$ cat src/rtl/ctrl_pipe.sv
// rtl/ctrl_pipe.sv - pipeline registers, PC and operand forwarding for the five-stage core
// Optional saturating stall/flush counters are built when CTRL_PIPE_PERF_EN is defined.
module ctrl_pipe #(
   parameter int DATA_W = 32,
   parameter int ADDR_W = 5,
   parameter int CNT_W  = 16
) (
   input  logic              CLK,
   input  logic              Reset,
   input  logic              StallF,
   input  logic              StallD,
   input  logic              FlushD,
   input  logic              FlushE,
   input  logic [1:0]        FowardAE,
   input  logic [1:0]        FowardBE,
   input  logic [31:0]       InstrF,
   input  logic [ADDR_W-1:0] RA1D,
   input  logic [ADDR_W-1:0] RA2D,
   input  logic [ADDR_W-1:0] WA3D,
   input  logic              RegWriteD,
   input  logic              MemToRegD,
   input  logic              MemWriteD,
   input  logic              PCSrcD,
   input  logic              BranchD,
   input  logic [DATA_W-1:0] RD1D,
   input  logic [DATA_W-1:0] RD2D,
   input  logic [DATA_W-1:0] ExtImmD,
   input  logic [DATA_W-1:0] ALUResultE,
   input  logic              CondExE,
   input  logic [DATA_W-1:0] ReadDataM,
   output logic [DATA_W-1:0] PCF,
   output logic [DATA_W-1:0] PCPlus4D,
   output logic [31:0]       InstrD,
   output logic [ADDR_W-1:0] RA1E,
   output logic [ADDR_W-1:0] RA2E,
   output logic [ADDR_W-1:0] WA3E,
   output logic [ADDR_W-1:0] WA3M,
   output logic [ADDR_W-1:0] WA3W,
   output logic              MemToRegE,
   output logic              PCSrcE,
   output logic              PCSrcM,
   output logic              PCSrcW,
   output logic              RegWriteM,
   output logic              RegWriteW,
   output logic              BranchTakenE,
   output logic [DATA_W-1:0] SrcAE,
   output logic [DATA_W-1:0] SrcBE,
   output logic [DATA_W-1:0] ExtImmE,
   output logic [DATA_W-1:0] ALUOutM,
   output logic [DATA_W-1:0] WriteDataM,
   output logic [DATA_W-1:0] ResultW,
   output logic              MemWriteM,
   output logic [CNT_W-1:0]  StallCount,
   output logic [CNT_W-1:0]  FlushCount
);

   logic [DATA_W-1:0] pc_plus4;
   logic [DATA_W-1:0] pc_next;

   logic              reg_write_e;
   logic              mem_write_e;
   logic              branch_e;
   logic [DATA_W-1:0] rd1_e;
   logic [DATA_W-1:0] rd2_e;

   logic              reg_write_e_q;
   logic              mem_write_e_q;
   logic              pc_src_e_q;

   logic              mem_to_reg_m;
   logic              mem_to_reg_w;
   logic [DATA_W-1:0] alu_out_w;
   logic [DATA_W-1:0] read_data_w;

   assign pc_plus4 = PCF + DATA_W'(4);

   // A write-back PC update outranks a taken branch in Execute.
   always_comb begin
      pc_next = pc_plus4;
      if (PCSrcW)
         pc_next = ResultW;
      else if (BranchTakenE)
         pc_next = ALUResultE;
   end

   always_ff @(posedge CLK) begin
      if (!Reset)
         PCF <= '0;
      else if (!StallF)
         PCF <= pc_next;
   end

   always_ff @(posedge CLK) begin
      if (!Reset || FlushD) begin
         InstrD   <= '0;
         PCPlus4D <= '0;
      end else if (!StallD) begin
         InstrD   <= InstrF;
         PCPlus4D <= pc_plus4;
      end
   end

   // A flush turns the Execute slot into a bubble; operand data may pass through harmlessly.
   always_ff @(posedge CLK) begin
      if (!Reset) begin
         rd1_e   <= '0;
         rd2_e   <= '0;
         ExtImmE <= '0;
      end else begin
         rd1_e   <= RD1D;
         rd2_e   <= RD2D;
         ExtImmE <= ExtImmD;
      end
   end

   always_ff @(posedge CLK) begin
      if (!Reset || FlushE) begin
         RA1E        <= '0;
         RA2E        <= '0;
         WA3E        <= '0;
         reg_write_e <= 1'b0;
         MemToRegE   <= 1'b0;
         mem_write_e <= 1'b0;
         PCSrcE      <= 1'b0;
         branch_e    <= 1'b0;
      end else begin
         RA1E        <= RA1D;
         RA2E        <= RA2D;
         WA3E        <= WA3D;
         reg_write_e <= RegWriteD;
         MemToRegE   <= MemToRegD;
         mem_write_e <= MemWriteD;
         PCSrcE      <= PCSrcD;
         branch_e    <= BranchD;
      end
   end

   assign reg_write_e_q = reg_write_e & CondExE;
   assign mem_write_e_q = mem_write_e & CondExE;
   assign pc_src_e_q    = PCSrcE & CondExE;
   assign BranchTakenE  = branch_e & CondExE;

   always_comb begin
      SrcAE = rd1_e;
      case (FowardAE)
         2'b01:   SrcAE = ResultW;
         2'b10:   SrcAE = ALUOutM;
         default: SrcAE = rd1_e;
      endcase
   end

   always_comb begin
      SrcBE = rd2_e;
      case (FowardBE)
         2'b01:   SrcBE = ResultW;
         2'b10:   SrcBE = ALUOutM;
         default: SrcBE = rd2_e;
      endcase
   end

   always_ff @(posedge CLK) begin
      if (!Reset) begin
         WA3M         <= '0;
         RegWriteM    <= 1'b0;
         MemWriteM    <= 1'b0;
         mem_to_reg_m <= 1'b0;
         PCSrcM       <= 1'b0;
         ALUOutM      <= '0;
         WriteDataM   <= '0;
      end else begin
         WA3M         <= WA3E;
         RegWriteM    <= reg_write_e_q;
         MemWriteM    <= mem_write_e_q;
         mem_to_reg_m <= MemToRegE;
         PCSrcM       <= pc_src_e_q;
         ALUOutM      <= ALUResultE;
         WriteDataM   <= SrcBE;
      end
   end

   always_ff @(posedge CLK) begin
      if (!Reset) begin
         WA3W         <= '0;
         RegWriteW    <= 1'b0;
         mem_to_reg_w <= 1'b0;
         PCSrcW       <= 1'b0;
         alu_out_w    <= '0;
         read_data_w  <= '0;
      end else begin
         WA3W         <= WA3M;
         RegWriteW    <= RegWriteM;
         mem_to_reg_w <= mem_to_reg_m;
         PCSrcW       <= PCSrcM;
         alu_out_w    <= ALUOutM;
         read_data_w  <= ReadDataM;
      end
   end

   assign ResultW = mem_to_reg_w ? read_data_w : alu_out_w;

`ifdef CTRL_PIPE_PERF_EN
   logic [CNT_W-1:0] stall_cnt;
   logic [CNT_W-1:0] flush_cnt;

   always_ff @(posedge CLK) begin
      if (!Reset) begin
         stall_cnt <= '0;
         flush_cnt <= '0;
      end else begin
         if (StallD && (stall_cnt != '1))
            stall_cnt <= stall_cnt + 1'b1;
         if (FlushE && (flush_cnt != '1))
            flush_cnt <= flush_cnt + 1'b1;
      end
   end

   assign StallCount = stall_cnt;
   assign FlushCount = flush_cnt;
`else
   assign StallCount = '0;
   assign FlushCount = '0;
`endif

endmodule

$ cat config.mk
export PLATFORM = sky130hd
export DESIGN_NAME = ctrl_pipe
export DESIGN_NICKNAME = d
export VERILOG_FILES = /design/src/rtl/ctrl_pipe.sv
export SDC_FILE = /design/constraint.sdc
export NUM_CORES = 1
export LEC_CHECK = 0
export BUFFER_PORTS_ARGS = -buffer_cell sky130_fd_sc_hd__buf_2
export CAP_MARGIN = 20
export CORE_AREA = 2 2 222 224
export CTS_BUF_LIST = sky130_fd_sc_hd__clkbuf_16
export DETAILED_ROUTE_END_ITERATION = 8
export DIE_AREA = 0 0 224 226
export HOLD_SLACK_MARGIN = 0.03
export SYNTH_ARGS = -nofsm -noshare
export SYNTH_HDL_FRONTEND = slang
export SYNTH_SLANG_ARGS = --single-unit
export TNS_END_PERCENT = 5
$ cat constraint.sdc
create_clock -name CLK -period 2.6 [get_ports CLK]
set_input_delay 0.39 -clock CLK [delete_from_list [all_inputs] [get_ports CLK]]
set_output_delay 0.39 -clock CLK [all_outputs]
set_load 0.03 [all_outputs]
==> results.json <==
{
  "sum_of_overflow_across_all_layers_after_global_routing": 0,
  "grt_antenna_before_repair": 15,
  "synth_top_cells_by_area": "sky130_fd_sc_hd__dfxtp_1 (53%), sky130_fd_sc_hd__and2_1 (12%), sky130_fd_sc_hd__o21ai_0 (4.0%)",
  "startpoint_type": "flip-flop",
  "htree_levels": 2,
  "number_of_buffers_and_inverters_on_the_critical_path": 1,
  "p_per_area_nw_per_um2": 688,
  "synth.top_cell.area_share_pct": 53.2,
  "final.period_utilization_pct": 100,
  "core.rowCount": 81,
  "seq_power_share_pct": 43.6,
  "cts_buffer_count": 42,
  "post_synth_edffs": 0,
  "crit_type": "flip-flop to primary output",
  "critPathLaunch": "mem_to_reg_w",
  "delay_heaviest_family_cp": "compound AO/OA/AOI/OAI gates",
  "drt-total-wl_um": 57700,
  "critical_path.max_fanout": 6,
  "setup_viol_count_final": 1,
  "remaining_drc_errors": 0,
  "cts.path.max_buffers": 3,
  "max-cap-violations": 0,
  "peakVddDrop_v": 0.000423,
  "worst_skew_pair.late_latency_ns": 0.57,
  "hold_path_class": "input pin to flip-flop",
  "unrepaired_setup_endpoints_after_global_routing": "true",
  "worst_r2r_startpoint": "PCF[9]",
  "core_area_um2": 48300,
  "synthDominantAreaCellType": "sky130_fd_sc_hd__dfxtp_1",
  "overall_global_routing_usage_pct": 21.9,
  "drt.antenna.violating_nets": 0,
  "critical_path_required_ns": 2.21,
  "critical-path-slowest-cell": "sky130_fd_sc_hd__o21ai_0",
  "ys_flop_type": "sky130_fd_sc_hd__dfxtp_1",
  "vias_in_the_first_global_route": 12400,
  "drt_iter0_drc": 823,
  "leakagePower_nw": 9.08,
  "finalHoldViolations": 0,
  "per_cell_via_count_in_the_routed_design": 4.61,
  "post_detailed_placement_half_perimeter_wirelength_um": 43700,
  "die_area_um2": 50600,
  "syn_avg_cell_area_um2": 9.68,
  "timing.max_slew.rel_slack_pct": 34.0,
  "layout.cells.most_common": "sky130_fd_sc_hd__buf_2",
  "die_height_um": 226,
  "hold_path.startpoint": "ReadDataM[14]",
  "combPwrFrac_pct": 15.2,
  "nets": 2280,
  "post_drt_wl_per_cell_um": 21.3,
  "synthesis.yosys.warnings": 0,
  "synthCells": 1387,
  "design.portCount": 576,
  "most-common-layout-cells": "sky130_fd_sc_hd__buf_2 (536), sky130_fd_sc_hd__dfxtp_1 (356), sky130_fd_sc_hd__and2_1 (260)",
  "critical_path.cell_chain": "mux2_2, a22oi_1, o21ai_0, buf_2",
  "netlist_area_um2": 13400,
  "yosys_register_bits": 357,
  "critPathCaptureType": "primary output",
  "chipWidth_um": 224,
  "yosysUniqueCellTypes": 59,
  "grt_max_degree": 123,
  "power.total_mw": 13.5,
  "globalplace.congestion": 0.873,
  "cpPeakStageDelay_ns": 0.55,
  "timing_worst_slew_pin_value_ns": 0.990,
  "status": "finished, violations left",
  "drtPass1Iterations": 5,
  "final.setup_skew_ns": 0.0119,
  "route.vias.total": 12500,
  "port_buffers": 543,
  "start_util_pct": 27.8,
  "share_of_synthesized_area_occupied_by_flip_flops_and_latches_pct": 53.2,
  "power.switching_fraction_pct": 28.8,
  "global_route_wire_length_before_repair_um": 81900,
  "worst_ep_arrival_time_ns": 2.21,
  "failing_checks": "negative setup slack",
  "clkSinkCount": 357,
  "layout-area-overhead-vs-synth_pct": 46.2,
  "cts_tree": "done",
  "achievable-frequency_mhz": 384,
  "worst_slack_ns": -0.00464,
  "fraction_of_final_layout_cells_with_drive_strength_greater_than_1_pct": 34.4,
  "p_int_mw": 9.62,
  "p_clk_share_pct": 41.2,
  "placement.setup.worst_slack_ns": 0.282,
  "final_max_slew_viol_count": 0,
  "async_flop_share_pct": 0,
  "nFillCells": 4805,
  "period_needed_ns": 2.60,
  "netSwitchingPower_mw": 3.90,
  "clock_edge_transition_at_the_registers_on_the_reported_setup_and_hold_paths_ns": 0.06,
  "clockRootBuffer": "sky130_fd_sc_hd__clkbuf_16"
}
routing by layer:
metal / part of all wire [%] / routed length (um) / up-vias / GRT usage, %
li1: - / - / 5979 / -
met1: 44 / 25300 / 5901 / 28.3
met2: 46 / 26600 / 478 / 35.1
met3: 7.1 / 4090 / 114 / 5.95
met4: 2.8 / 1630 / 18 / 7.35
met5: 0.20 / 113 / - / 0
repair_timing:
item	in CTS	in global routing
cloned	0	0
buffers inserted	4	0
hold buffers	136	0
gates resized for setup	16	27
hold endpoints to repair	136	0
endpoints found under the setup margin	62	32
synth_stat cells (3+ instances only):
master	count
sky130_fd_sc_hd__dfxtp_1	357
sky130_fd_sc_hd__and2_1	260
sky130_fd_sc_hd__o21ai_0	108
sky130_fd_sc_hd__nand2_1	104
sky130_fd_sc_hd__clkbuf_1	85
sky130_fd_sc_hd__nor2_1	72
sky130_fd_sc_hd__a22oi_1	67
sky130_fd_sc_hd__a21oi_1	41
sky130_fd_sc_hd__mux2i_1	40
sky130_fd_sc_hd__buf_4	37
sky130_fd_sc_hd__mux2_2	32
sky130_fd_sc_hd__xnor2_1	22
sky130_fd_sc_hd__inv_1	11
sky130_fd_sc_hd__a221oi_1	10
sky130_fd_sc_hd__and4_1	8
sky130_fd_sc_hd__nand3_1	8
sky130_fd_sc_hd__nand4_1	8
sky130_fd_sc_hd__o22ai_1	8
sky130_fd_sc_hd__a211oi_1	7
sky130_fd_sc_hd__and3_1	7
sky130_fd_sc_hd__buf_2	7
sky130_fd_sc_hd__a31oi_1	6
sky130_fd_sc_hd__buf_1	6
sky130_fd_sc_hd__ha_1	5
sky130_fd_sc_hd__nand2b_1	5
sky130_fd_sc_hd__a221o_1	4
sky130_fd_sc_hd__nor2b_1	4
sky130_fd_sc_hd__nor4_2	4
sky130_fd_sc_hd__a21boi_0	3
sky130_fd_sc_hd__nor3_1	3
sky130_fd_sc_hd__o211ai_1	3
sky130_fd_sc_hd__o21a_1	3
sky130_fd_sc_hd__o21ba_2	3
sky130_fd_sc_hd__o221ai_1	3
sky130_fd_sc_hd__o31ai_1	3
sky130_fd_sc_hd__xor2_1	3
power by group through the flow:
stage / clock network, mW / registers, mW / logic (mW)
finish: 5.56 / 5.90 / 2.06
floorplan: 0 / 6.25 / 0.877
CTS: 5.73 / 5.89 / 2.05
detailed placement: 0 / 6.01 / 1.87
global route: 5.94 / 5.92 / 2.19
global placement: 0 / 6.00 / 1.86
kinds of logic (layout without fill, tap and decap cells):
kind of cell	after synthesis	in the layout	share of synthesized area (%)
compound gates	282	282	13.3
xor+xnor	25	25	1.63
fa+ha+maj	5	5	0.466
buf+inv	149	815	5.26
flops	357	357	53.2
mux	72	72	5.66
other cells	1	38	0.0279
simple gates	496	496	20.5
cell type report:
class                   count  area [um^2]  area share [%]
diodes                      6         15.0          0.0765
clock buffers              42         1050            5.35
clock inverters            34          230            1.17
inverters                  14         52.6           0.268
multi-input cells         912         5830            29.7
flip-flops and latches    357         7150            36.4
well taps                 622          778            3.96
repair buffers            725         4520            23.0
path summary, 6_finish.rpt:
path / cells after the start / endpoint / slack [ns]
max: 4 / SrcBE[4] / -0.005
min: 2 / read_data_w[14] / 0.06
max reg2reg: 5 / PCF[27] / 0.39
min reg2reg: 1 / WA3W[4] / 0.46
worst reg2reg max path, cell delays in order (launching register included):
cell	delay [ns]
sky130_fd_sc_hd__dfxtp_1	0.41
sky130_fd_sc_hd__and3_1	0.47
sky130_fd_sc_hd__nand4_4	0.27
sky130_fd_sc_hd__nor4_1	0.42
sky130_fd_sc_hd__xor2_1	0.36
sky130_fd_sc_hd__a41o_1	0.22
metrics by stage:
stage                     std cells  instance area [um^2]  hold WS, ns   TNS, ns  utilization (%)
after global placement         2490                 16800        0.437         0             34.7
after global routing           2709                 19600       0.0359    -0.580             40.6
final                          2712                 19600       0.0555  -0.00464             40.6
after detailed placement       2490                 16800        0.444         0             34.7
after CTS                      2706                 19500       0.0309   -0.0699             40.4
after floorplan                1418                 13500        0.412         0                -
Note: power is estimated with default switching activity, not from simulation.
